<file path="src/rtl/fetch_pkg.sv">
// Shared types and constants for the instruction fetch slice.
package fetch_pkg;

  typedef struct packed {
    logic [31:0] pc;
    logic [31:0] inst;
  } fetch_entry_t;

  localparam logic [31:0] NOP_INST   = 32'h0000_0013;
  localparam logic [31:0] INST_BYTES = 32'd4;

  // Instruction addresses must be word aligned.
  function automatic logic is_misaligned(input logic [31:0] addr);
    return addr[1:0] != 2'b00;
  endfunction

endpackage

</file>
<file path="src/rtl/instr_fetch_unit_if.sv">
// Bus bundle between the fetch unit, instruction memory, decode and branch logic.
interface instr_fetch_unit_if;
  logic [31:0] imem_addr;
  logic [31:0] imem_inst;
  logic        out_valid;
  logic        out_ready;
  logic [31:0] out_pc;
  logic [31:0] out_inst;
  logic        redirect_valid;
  logic [31:0] redirect_pc;
  logic        fault;
  logic [31:0] fault_pc;

  // Fetch-unit side.
  modport master (
    output imem_addr,
    input  imem_inst,
    output out_valid,
    input  out_ready,
    output out_pc,
    output out_inst,
    input  redirect_valid,
    input  redirect_pc,
    output fault,
    output fault_pc
  );

  // Environment side (memory, decode, branch unit).
  modport slave (
    input  imem_addr,
    output imem_inst,
    input  out_valid,
    output out_ready,
    input  out_pc,
    input  out_inst,
    output redirect_valid,
    output redirect_pc,
    input  fault,
    input  fault_pc
  );
endinterface

</file>
<file path="src/rtl/fetch_queue.sv">
// Small pointer-based FIFO of {pc, inst} entries with flush.
module fetch_queue
  import fetch_pkg::*;
#(
  parameter int unsigned QDEPTH = 2
) (
  input  logic         clk,
  input  logic         rst_n,
  input  logic         push,
  input  logic         pop,
  input  logic         flush,
  input  fetch_entry_t din,
  output logic         full,
  output logic         empty,
  output fetch_entry_t head
);

  localparam int unsigned PW = (QDEPTH > 1) ? $clog2(QDEPTH) : 1;
  localparam int unsigned CW = $clog2(QDEPTH + 1);

  fetch_entry_t  mem [QDEPTH];
  logic [PW-1:0] wptr;
  logic [PW-1:0] rptr;
  logic [CW-1:0] count;
  logic          do_push;
  logic          do_pop;

  assign full    = (count == CW'(QDEPTH));
  assign empty   = (count == '0);
  assign do_push = push && !full && !flush;
  assign do_pop  = pop && !empty && !flush;
  assign head    = mem[rptr];

  // Pointer and occupancy bookkeeping; flush empties the queue in one cycle.
  always_ff @(posedge clk or negedge rst_n) begin
    if (!rst_n) begin
      wptr  <= '0;
      rptr  <= '0;
      count <= '0;
    end else if (flush) begin
      wptr  <= '0;
      rptr  <= '0;
      count <= '0;
    end else begin
      if (do_push) wptr <= wptr + PW'(1);
      if (do_pop)  rptr <= rptr + PW'(1);
      case ({do_push, do_pop})
        2'b10:   count <= count + CW'(1);
        2'b01:   count <= count - CW'(1);
        default: count <= count;
      endcase
    end
  end

  // Entry storage; contents are only meaningful while counted as occupied.
  always_ff @(posedge clk) begin
    if (do_push) mem[wptr] <= din;
  end

endmodule

</file>
<file path="src/rtl/instr_fetch_unit.sv">
// Fetch stage: owns the PC, queues fetched words toward decode, handles redirects and faults.
module instr_fetch_unit
  import fetch_pkg::*;
#(
  parameter logic [31:0] RESET_PC = 32'h0000_0000,
  parameter int unsigned QDEPTH   = 2
) (
  input logic                 clk,
  input logic                 rst_n,
  input logic                 fetch_en,
  instr_fetch_unit_if.master  bus
);

  logic [31:0]  pc;
  logic         fault_q;
  logic [31:0]  fault_pc_q;
  logic         enq;
  logic         deq;
  logic         q_full;
  logic         q_empty;
  fetch_entry_t q_head;
  fetch_entry_t q_din;

  assign bus.imem_addr = pc;
  assign q_din         = '{pc: pc, inst: bus.imem_inst};

  // Redirect blocks both enqueue and dequeue; a full queue never enqueues even when draining.
  assign enq           = fetch_en && !fault_q && !bus.redirect_valid && !q_full;
  assign bus.out_valid = !q_empty && !bus.redirect_valid;
  assign deq           = bus.out_valid && bus.out_ready;

  fetch_queue #(.QDEPTH(QDEPTH)) u_queue (
    .clk   (clk),
    .rst_n (rst_n),
    .push  (enq),
    .pop   (deq),
    .flush (bus.redirect_valid),
    .din   (q_din),
    .full  (q_full),
    .empty (q_empty),
    .head  (q_head)
  );

  // Program counter: redirect wins, otherwise advance one word per enqueue.
  always_ff @(posedge clk or negedge rst_n) begin
    if (!rst_n) begin
      pc <= RESET_PC;
    end else if (bus.redirect_valid) begin
      pc <= bus.redirect_pc;
    end else if (enq) begin
      pc <= pc + INST_BYTES;
    end
  end

  // Sticky misaligned-target fault; the first offending target is kept.
  always_ff @(posedge clk or negedge rst_n) begin
    if (!rst_n) begin
      fault_q    <= 1'b0;
      fault_pc_q <= '0;
    end else if (bus.redirect_valid && !fault_q && is_misaligned(bus.redirect_pc)) begin
      fault_q    <= 1'b1;
      fault_pc_q <= bus.redirect_pc;
    end
  end

  // Decode-facing head view; an empty queue presents pc 0 and a NOP.
  always_comb begin
    bus.out_pc   = '0;
    bus.out_inst = NOP_INST;
    if (!q_empty) begin
      bus.out_pc   = q_head.pc;
      bus.out_inst = q_head.inst;
    end
  end

  assign bus.fault    = fault_q;
  assign bus.fault_pc = fault_pc_q;

endmodule

</file>
<file path="src/flat_wrapper.sv">
// flat-port wrapper written by rule: the top's interface ports become plain ports
module instr_fetch_unit_flat import fetch_pkg::*;
#(
  parameter logic [31:0] RESET_PC = 32'h0000_0000,
  parameter int unsigned QDEPTH   = 2
)
  (clk, rst_n, fetch_en, bus_imem_addr, bus_imem_inst, bus_out_valid, bus_out_ready, bus_out_pc, bus_out_inst, bus_redirect_valid, bus_redirect_pc, bus_fault, bus_fault_pc);
  instr_fetch_unit_if bus_i ();
  input logic clk;
  input logic rst_n;
  input logic fetch_en;
  output wire logic [$bits(bus_i.imem_addr)-1:0] bus_imem_addr;
  input wire logic [$bits(bus_i.imem_inst)-1:0] bus_imem_inst;
  output wire logic [$bits(bus_i.out_valid)-1:0] bus_out_valid;
  input wire logic [$bits(bus_i.out_ready)-1:0] bus_out_ready;
  output wire logic [$bits(bus_i.out_pc)-1:0] bus_out_pc;
  output wire logic [$bits(bus_i.out_inst)-1:0] bus_out_inst;
  input wire logic [$bits(bus_i.redirect_valid)-1:0] bus_redirect_valid;
  input wire logic [$bits(bus_i.redirect_pc)-1:0] bus_redirect_pc;
  output wire logic [$bits(bus_i.fault)-1:0] bus_fault;
  output wire logic [$bits(bus_i.fault_pc)-1:0] bus_fault_pc;
  assign bus_imem_addr = bus_i.imem_addr;
  assign bus_i.imem_inst = bus_imem_inst;
  assign bus_out_valid = bus_i.out_valid;
  assign bus_i.out_ready = bus_out_ready;
  assign bus_out_pc = bus_i.out_pc;
  assign bus_out_inst = bus_i.out_inst;
  assign bus_i.redirect_valid = bus_redirect_valid;
  assign bus_i.redirect_pc = bus_redirect_pc;
  assign bus_fault = bus_i.fault;
  assign bus_fault_pc = bus_i.fault_pc;
  instr_fetch_unit #(.RESET_PC(RESET_PC), .QDEPTH(QDEPTH)) u_core (.clk(clk), .rst_n(rst_n), .fetch_en(fetch_en), .bus(bus_i));
endmodule
</file>
<file path="config.mk">
export PLATFORM = sky130hd
export DESIGN_NAME = instr_fetch_unit_flat
export DESIGN_NICKNAME = d
export VERILOG_FILES = /design/src/rtl/fetch_pkg.sv /design/src/rtl/instr_fetch_unit_if.sv /design/src/rtl/fetch_queue.sv /design/src/rtl/instr_fetch_unit.sv /design/src/flat_wrapper.sv
export SDC_FILE = /design/constraint.sdc
export NUM_CORES = 1
export LEC_CHECK = 0
export BUFFER_PORTS_ARGS = -buffer_cell sky130_fd_sc_hd__buf_2
export CAP_MARGIN = 20
export CORE_MARGIN = 4
export CORE_UTILIZATION = 48
export CTS_CLUSTER_DIAMETER = 120
export DETAILED_ROUTE_END_ITERATION = 16
export PLACE_DENSITY = 0.76
export SETUP_SLACK_MARGIN = 0.4
export SYNTH_ARGS = -nofsm -noshare
export SYNTH_HDL_FRONTEND = slang
export SYNTH_HIERARCHICAL = 1
export SYNTH_SLANG_ARGS = --single-unit
</file>
<file path="constraint.sdc">
create_clock -name clk -period 7 [get_ports clk]
set_clock_uncertainty 0.15 [all_clocks]
set_input_delay 0.35 -clock clk [delete_from_list [all_inputs] [get_ports clk]]
set_output_delay 0.35 -clock clk [all_outputs]
set_load 0.05 [all_outputs]
</file>
==> impl_results.md, run 1 <==
- Synth top cells by count: edfxtp_1 (128), mux2_2 (85), dfrtp_1 (69), nor2b_1 (62), nand2_1 (35)
- Final setup TNS: 0 ns
- Post-CTS setup buffers: 0
- Reg area: 0.00557 sq mm
- Initial core utilization: between 40% and 50%
- DP Area: roughly 0.0095 sq mm
- Reg power frac: between 50% and 60%
- Post-layout instance area: 0.0106 sq mm
- Area leader, netlist: edfxtp_1
- 1st-iter DRT viols: 458
- Net Sw Frac: approximately a quarter
- Tightest Pin Transition: 1.07 ns
- FF-to-FF path depth: 6
- First-pass GRT wire length: 30.4 mm
- RSZ-0062 raised after global routing: false
- Crit path DAT: 3.51 ns
- Vias per cell: 5.48
- Syn Nets: 651
- Worst hold path class: in2reg
- GRT busiest layer: met2
- Finish-stage setup viols: 0
- Top FF cell, synth: edfxtp_1
- DR WL/cell: 18.2 um
- DR DRC count: 0
- Cells after Synth: 581
- Worst reg-to-reg setup slack: 3.43 ns
- Met3 GRT Util: 4.94%
- Crit path time final: between 3 and 4 ns
- Sequential share of the synthesized area: 67.0%
- CTS tree: built
- Max Fclk: 0.280 GHz
- Die height: roughly 140 um
- Top cell type's share of synthesized area: 46.2%
- Total Power: 0.00263 W
- Filler cells: 1292
- DRT Pass-1 Iters: 5
- Global routing usage on met2: 31.1%
- Status: finished clean
- Total global routing track utilization: 19.5%
- Worst setup SP type: flip-flop
- #FFs+latches synth: ~200
- Rel. slew slack: 28.7%
- Hold Crit Start: bus_redirect_pc[6]
- Avg Synthesized Cell Area: 14.3 sq um
- Die X: 140 um
- Net Switching: 0.000698 W
- Maximum fanout along the worst path: 24
- Clock slew at reported path FFs: 0.07 ns
- Core Footprint: 0.0168 sq mm
- Post-synth EDFFs: 128
- M1 GR Usage: a little over a quarter
- Clock Power Share: 35.5%
- Area grow syn2layout: 27.3%
- Dpl hpwl: 12.9 mm
- Reg2reg start: u_core/u_queue/count[1]
- CTS sink cnt: 197
- Critical path data required time: 6.94 ns
- Max-slew violation count: 0
- Synthesized area: about 0.0083 sq mm
- Vias in the first global route: roughly 5800
- Combinational power share: 13.3%
- Worst-Skew Late Latency: between 0.4 and 0.5 ns
- Rows: 47
- Hold Path End: u_core/bus.imem_addr[6]
- Clock Tree Root: clkbuf_16
- PortBufs: approximately 200
- CP endpoint kind: flip-flop
- Most frequent cell after synthesis: edfxtp_1
- Hold WS: 0.0171 ns
- Number of hold violations in the final report: 0
- Max clock buf depth: 2
- Area occupied by multi-input gates: 0.00263 sq mm
- Cell internal pwr: between 0.0015 and 0.002 W
- Total die area: just under 0.02 sq mm
- Fin nets: 891
- Number of H-tree levels: 4
- Synth area leaders: edfxtp_1 (46%), dfrtp_1 (21%), mux2_2 (12%)
- Via count: 5780
- Initial antenna violation count: 0
- Worst vdd ir: 0.000185 V
- Num ports: 199
- Asr flop ratio synth: 35.0%
- Routed Wire Length: 19.2 mm
- Routed Antenna Nets: 0
- Reg2reg end: u_core/u_queue/mem[1][0]
- Yosys warnings: 6
- Critical path class: reg2reg
- Total of max-cap violations: 0
- Leak: 4.20 nW
- Yosys cell types: 45
- TritonCTS buffer count: 17
- Largest net degree at the start of global routing: 70
- Gpl congestion: 0.857
- Fin crit share: 51.0%
- P per Cell Area: roughly 250 mW/mm^2
- Antenna cells: 0
- WHS Path Cells: 3
- Share of cells above drive strength 1: 39.7%
- Grt ovf: 0
## how the worst max path moves through the flow
stage / start / end / slack (ns)
after CTS: u_core/u_queue/count[1] / u_core/u_queue/mem[1][0] / 3.40
after global routing: u_core/u_queue/count[1] / u_core/u_queue/mem[1][0] / 3.16
after floorplan: u_core/bus.fault / u_core/u_queue/mem[0][0] / 0.40
final: u_core/u_queue/count[1] / u_core/u_queue/mem[1][0] / 3.43
after global placement: bus_redirect_valid / u_core/bus.fault_pc[28] / 3.21
after detailed placement: bus_redirect_valid / u_core/bus.fault_pc[17] / 3.04
## metal layers
metal | wire (um) | vias to the layer above
met5 | 0 | -
met4 | 306 | 0
met3 | 1350 | 31
met2 | 9290 | 259
met1 | 8280 | 2847
li1 | - | 2643
## layout by cell type, fill, tap and decap left out, types with 3 or more instances in the layout
cell and n:
buf_2 198, edfxtp_1 128, mux2_2 85, dfrtp_1 68, nor2b_1 62, dlygate4sd3_1 45, nand2_1 35, clkbuf_16 18
o21ai_0 18, nor2_1 17, or4_1 14, nand4_1 12, nand3_1 12, mux2_1 11, a31oi_1 10, o31ai_1 7
buf_4 7, o211ai_1 6, xnor2_1 6, nor4_1 5, a21oi_1 5, xor2_1 5, or2_2 4, inv_1 4
clkbuf_1 3, and2_1 3, or3_1 3
## stage by stage
| step | instances | setup slack, ns | utilization [%] |
|---|---|---|---|
| 6_report | 1054 | 3.43 | 63.2 |
| 4_1_cts | 1053 | 3.40 | 63.0 |
| 3_5_place_dp | 976 | 3.04 | 56.9 |
| 2_1_floorplan | 581 | 0.398 | - |
| 3_3_place_gp | 976 | 3.21 | 56.9 |
| 5_1_grt | 1054 | 3.16 | 63.2 |
## registers in the layout, indices dropped and copies added (netlist names)
register / count
u_core/u_queue/wptr: 1
u_core/u_queue/count: 2
u_core/bus.imem_addr: 32
u_core/u_queue/rptr: 1
u_core/u_queue/mem: 128
u_core/bus.fault: 1
u_core/bus.fault_pc: 32
## layout make-up
type | count | area share (%)
clock buffers | 26 | 4.79
well taps | 220 | 2.60
multi-input cells | 349 | 24.8
flip-flops and latches | 197 | 52.6
clock inverters | 6 | 0.638
inverters | 5 | 0.177
repair buffers | 251 | 14.4
## power groups by stage
stage / Clock (W) / Combinational [W] / Sequential, W
2_1_floorplan: 0 / 0.0000608 / 0.00152
3_3_place_gp: 0 / 0.000325 / 0.00137
3_5_place_dp: 0 / 0.000332 / 0.00137
4_1_cts: 0.000955 / 0.000352 / 0.00135
5_1_grt: 0.00101 / 0.000369 / 0.00135
6_report: 0.000935 / 0.000350 / 0.00135
## worst max-delay path: stages (launching register included)
cell      delay, ns
dfrtp_1        0.46
nor2b_1        0.23
or3b_1         0.46
nor2_1         0.33
nand2b_1       0.20
nor3b_4        0.92
buf_4          0.48
## logic make-up after synthesis
kind of cell / count (synthesis) / synth area share, %
fa+ha+maj: 1 / 0.150
flops: 197 / 67.0
buf+inv: 35 / 1.73
simple gates: 186 / 12.7
compound gates: 54 / 4.14
xor+xnor: 11 / 1.16
mux: 97 / 13.1
## repair_timing
| action | CTS | global route |
|---|---|---|
| endpoints found under the hold margin | 114 | 0 |
| resized for setup | 0 | 0 |
| hold buffers | 45 | 0 |
Note: power is estimated with default switching activity, not from simulation.
==> run 2, diff against run 1 <==
CORE_UTILIZATION = 54   (was 48)
PLACE_DENSITY = 0.8   (was 0.76)
clock period = 3.4 ns   (was 7 ns; I/O delays follow)
==> impl_results.md, run 2 (same netlist as run 1, synthesis figures left out) <==
- Routed Wire Length: 19.8 mm (+3.1%)
- Clock Tree Root: clkbuf_16
- First-pass GRT wire length: 32.1 mm (+5.5%)
- Area grow syn2layout: 29.8%
- DRT Pass-1 Iters: 5 (unchanged)
- Initial antenna violation count: 0 (unchanged)
- Highest-count cells in the layout ignoring fill and taps: buf_2 (198), edfxtp_1 (128), mux2_2 (85), dlygate4sd3_1 (67), dfrtp_1 (67)
- Top sig layer: met4
- Dpl hpwl: 12.7 mm (-1.3%)
- RSZ-0062 raised after global routing: false
- Total of max-cap violations: 0 (unchanged)
- Fin crit share: 81.7% (+31 points)
- Status: finished clean
- Max Fclk: 0.360 GHz (+28%)
- Num ports: 199 (unchanged)
- Met3 Routed Length: 1.29 mm (-4.7%)
- Filler cells: 973 (-25%)
- Die height: 132 um (-5.4%)
- Hold WS: 0.117 ns (+0.0997 ns)
- Finish-stage setup viols: 0 (unchanged)
- DR DRC count: 0 (unchanged)
- Cells after DPL: 950 (-2.7%)
- Post-cts resize count: 0 (unchanged)
- CTS sink cnt: 197 (unchanged)
- Reg power frac: 51.4% (+0.2 points)
- Fin util: 71.3% (+8.1 points)
- Reg area: 0.00557 sq mm (about the same)
- Worst hold path class: in2async
- Total die area: 0.0175 sq mm (-10%)
- Pre-CTS setup slack: 0.675 ns (-2.36 ns)
- Largest register FFs: 128 (unchanged)
- Worst setup SP type: flip-flop
- Final setup TNS: 0 ns (unchanged)
- Leak: 4.29 nW (+2.0%)
- Rel. slew slack: 57.2% (+28 points)
- Post-route setup slack: 0.622 ns (-2.81 ns)
- P per Cell Area: 499 mW/mm^2 (+100%)
- Clock slew at reported path FFs: 0.07 ns (about the same)
- Wire length on met1: 8.00 mm (-3.4%)
- Number of H-tree levels: 4 (unchanged)
- Initial core utilization: 54.9% (+5.3 points)
- Combinational power share: 13.9% (+0.6 points)
- Routed Antenna Nets: 0 (unchanged)
- Most flops, register: u_core/u_queue/mem
- Rows: 45 (-4.3%)
- Critical path data required time: 3.59 ns (-3.35 ns)
- Max clock buf depth: 2 (unchanged)
- Worst-Skew Late Latency: 0.42 ns (about the same)
- Fin nets: 918 (+3.0%)
- 1st-iter DRT viols: 436 (-4.8%)
- Total global routing track utilization: 23.1% (+3.5 points)
- Largest net degree at the start of global routing: 51 (-27%)
- Net Sw Frac: 28.0% (+1.5 points)
- Max-slew violation count: 0 (unchanged)
- CP endpoint kind: flip-flop
- Worst vdd ir: 0.000420 V (+130%)
- Vias in the first global route: 6152 (+6.8%)
- Antenna cells: 0 (unchanged)
- Non-Filler Instances: 1049 (-0.47%)
- Post-CTS setup buffers: 0 (unchanged)
- Hold_buf cts: 67 (+49%)
- Maximum fanout along the worst path: 17 (-29%)
- TritonCTS buffer count: 17 (unchanged)
- Met2 wire len: 10.1 mm (+8.2%)
- Cell internal pwr: 0.00388 W (+100%)
- Net Switching: 0.00151 W (+120%)
- Via count: 5839 (+1.0%)
- Clock Power Share: 34.6% (-0.9 points)
- Tightest Pin Transition: 0.637 ns (-0.432 ns)
- Die X: 132 um (-5.4%)
- Number of hold violations in the final report: 0 (unchanged)
- CTS tree: built
- Vias per cell: 5.57 (+1.5%)
- Core Footprint: 0.0151 sq mm (-9.6%)
- DR WL/cell: 18.9 um (+3.5%)
- Crit path time final: 2.78 ns (-0.790 ns)
- Crit path DAT: 2.97 ns (-0.54 ns)
- Critical path class: reg2reg
- Gpl congestion: 0.859 (+0.19%)
- Share of cells above drive strength 1: 39.6% (-0.083 points)
- PortBufs: 198 (unchanged)
- Commonest non-fill, non-tap cell in the layout: buf_2
- Area occupied by multi-input gates: 0.00266 sq mm (+1.1%)
- Grt ovf: 0 (unchanged)
## run 2: cell types whose count changed in the layout (fill, tap and decap cells not counted), sizes merged
cell / before / now
dlygate4sd3: 45 / 67
clkinv: 2 / 5
clkbuf: 26 / 20
buf: 206 / 211
bufinv: 1 / 0
inv: 7 / 8
clkinvlp: 1 / 4
## run 2: routing by layer
layer  vias up  global-route usage, %
li1       2695                      -
met1      2859                   29.1
met2       244                   38.8
met3        41                   5.46
met4         0                   9.10
met5         -                      0
## run 2: worst paths after layout
kind | start | to | slack (ns) | cells after the start
min in group clk | bus_out_ready | u_core/u_queue/count[0] | 0.12 | 4
hold / removal | rst_n | u_core/bus.fault_pc[24] | 0.12 | 2
hold reg to reg | u_core/bus.fault_pc[24] | u_core/bus.fault_pc[24] | 0.35 | 1
max in group asynchronous | rst_n | u_core/u_queue/rptr | 1.96 | 3
setup / recovery | u_core/bus.imem_addr[2] | u_core/bus.imem_addr[24] | 0.62 | 5
setup reg to reg | u_core/bus.imem_addr[2] | u_core/bus.imem_addr[24] | 0.62 | 5
## run 2: critical path: stages (launching register included)
cell and delay [ns]:
dfrtp_1 0.49, ha_1 0.25, nand4bb_1 0.23, or4_1 0.80, or4_1 0.59, a31oi_1 0.19
## run 2: cell type report
type / instances / share of cell area (%)
repair buffers: 278 / 16.3
flip-flops and latches: 197 / 51.6
clock inverters: 12 / 0.892
well taps: 188 / 2.18
inverters: 5 / 0.174
clock buffers: 20 / 4.24
multi-input cells: 349 / 24.6
## run 2: power by group through the flow
stage | combinational, W | clock [W] | sequential (W)
after detailed placement | 0.000685 | 0 | 0.00281
after global routing | 0.000792 | 0.00201 | 0.00278
after floorplan | 0.000125 | 0 | 0.00314
final | 0.000751 | 0.00186 | 0.00277
after CTS | 0.000749 | 0.00190 | 0.00277
after global placement | 0.000672 | 0 | 0.00280
## run 2: metrics by stage
step / cell area, sq um / power (W)
floorplan: 8370 / 0.00326
global placement: 9570 / 0.00347
global route: 10800 / 0.00559
CTS: 10800 / 0.00542
finish: 10800 / 0.00539
detailed placement: 9570 / 0.00350
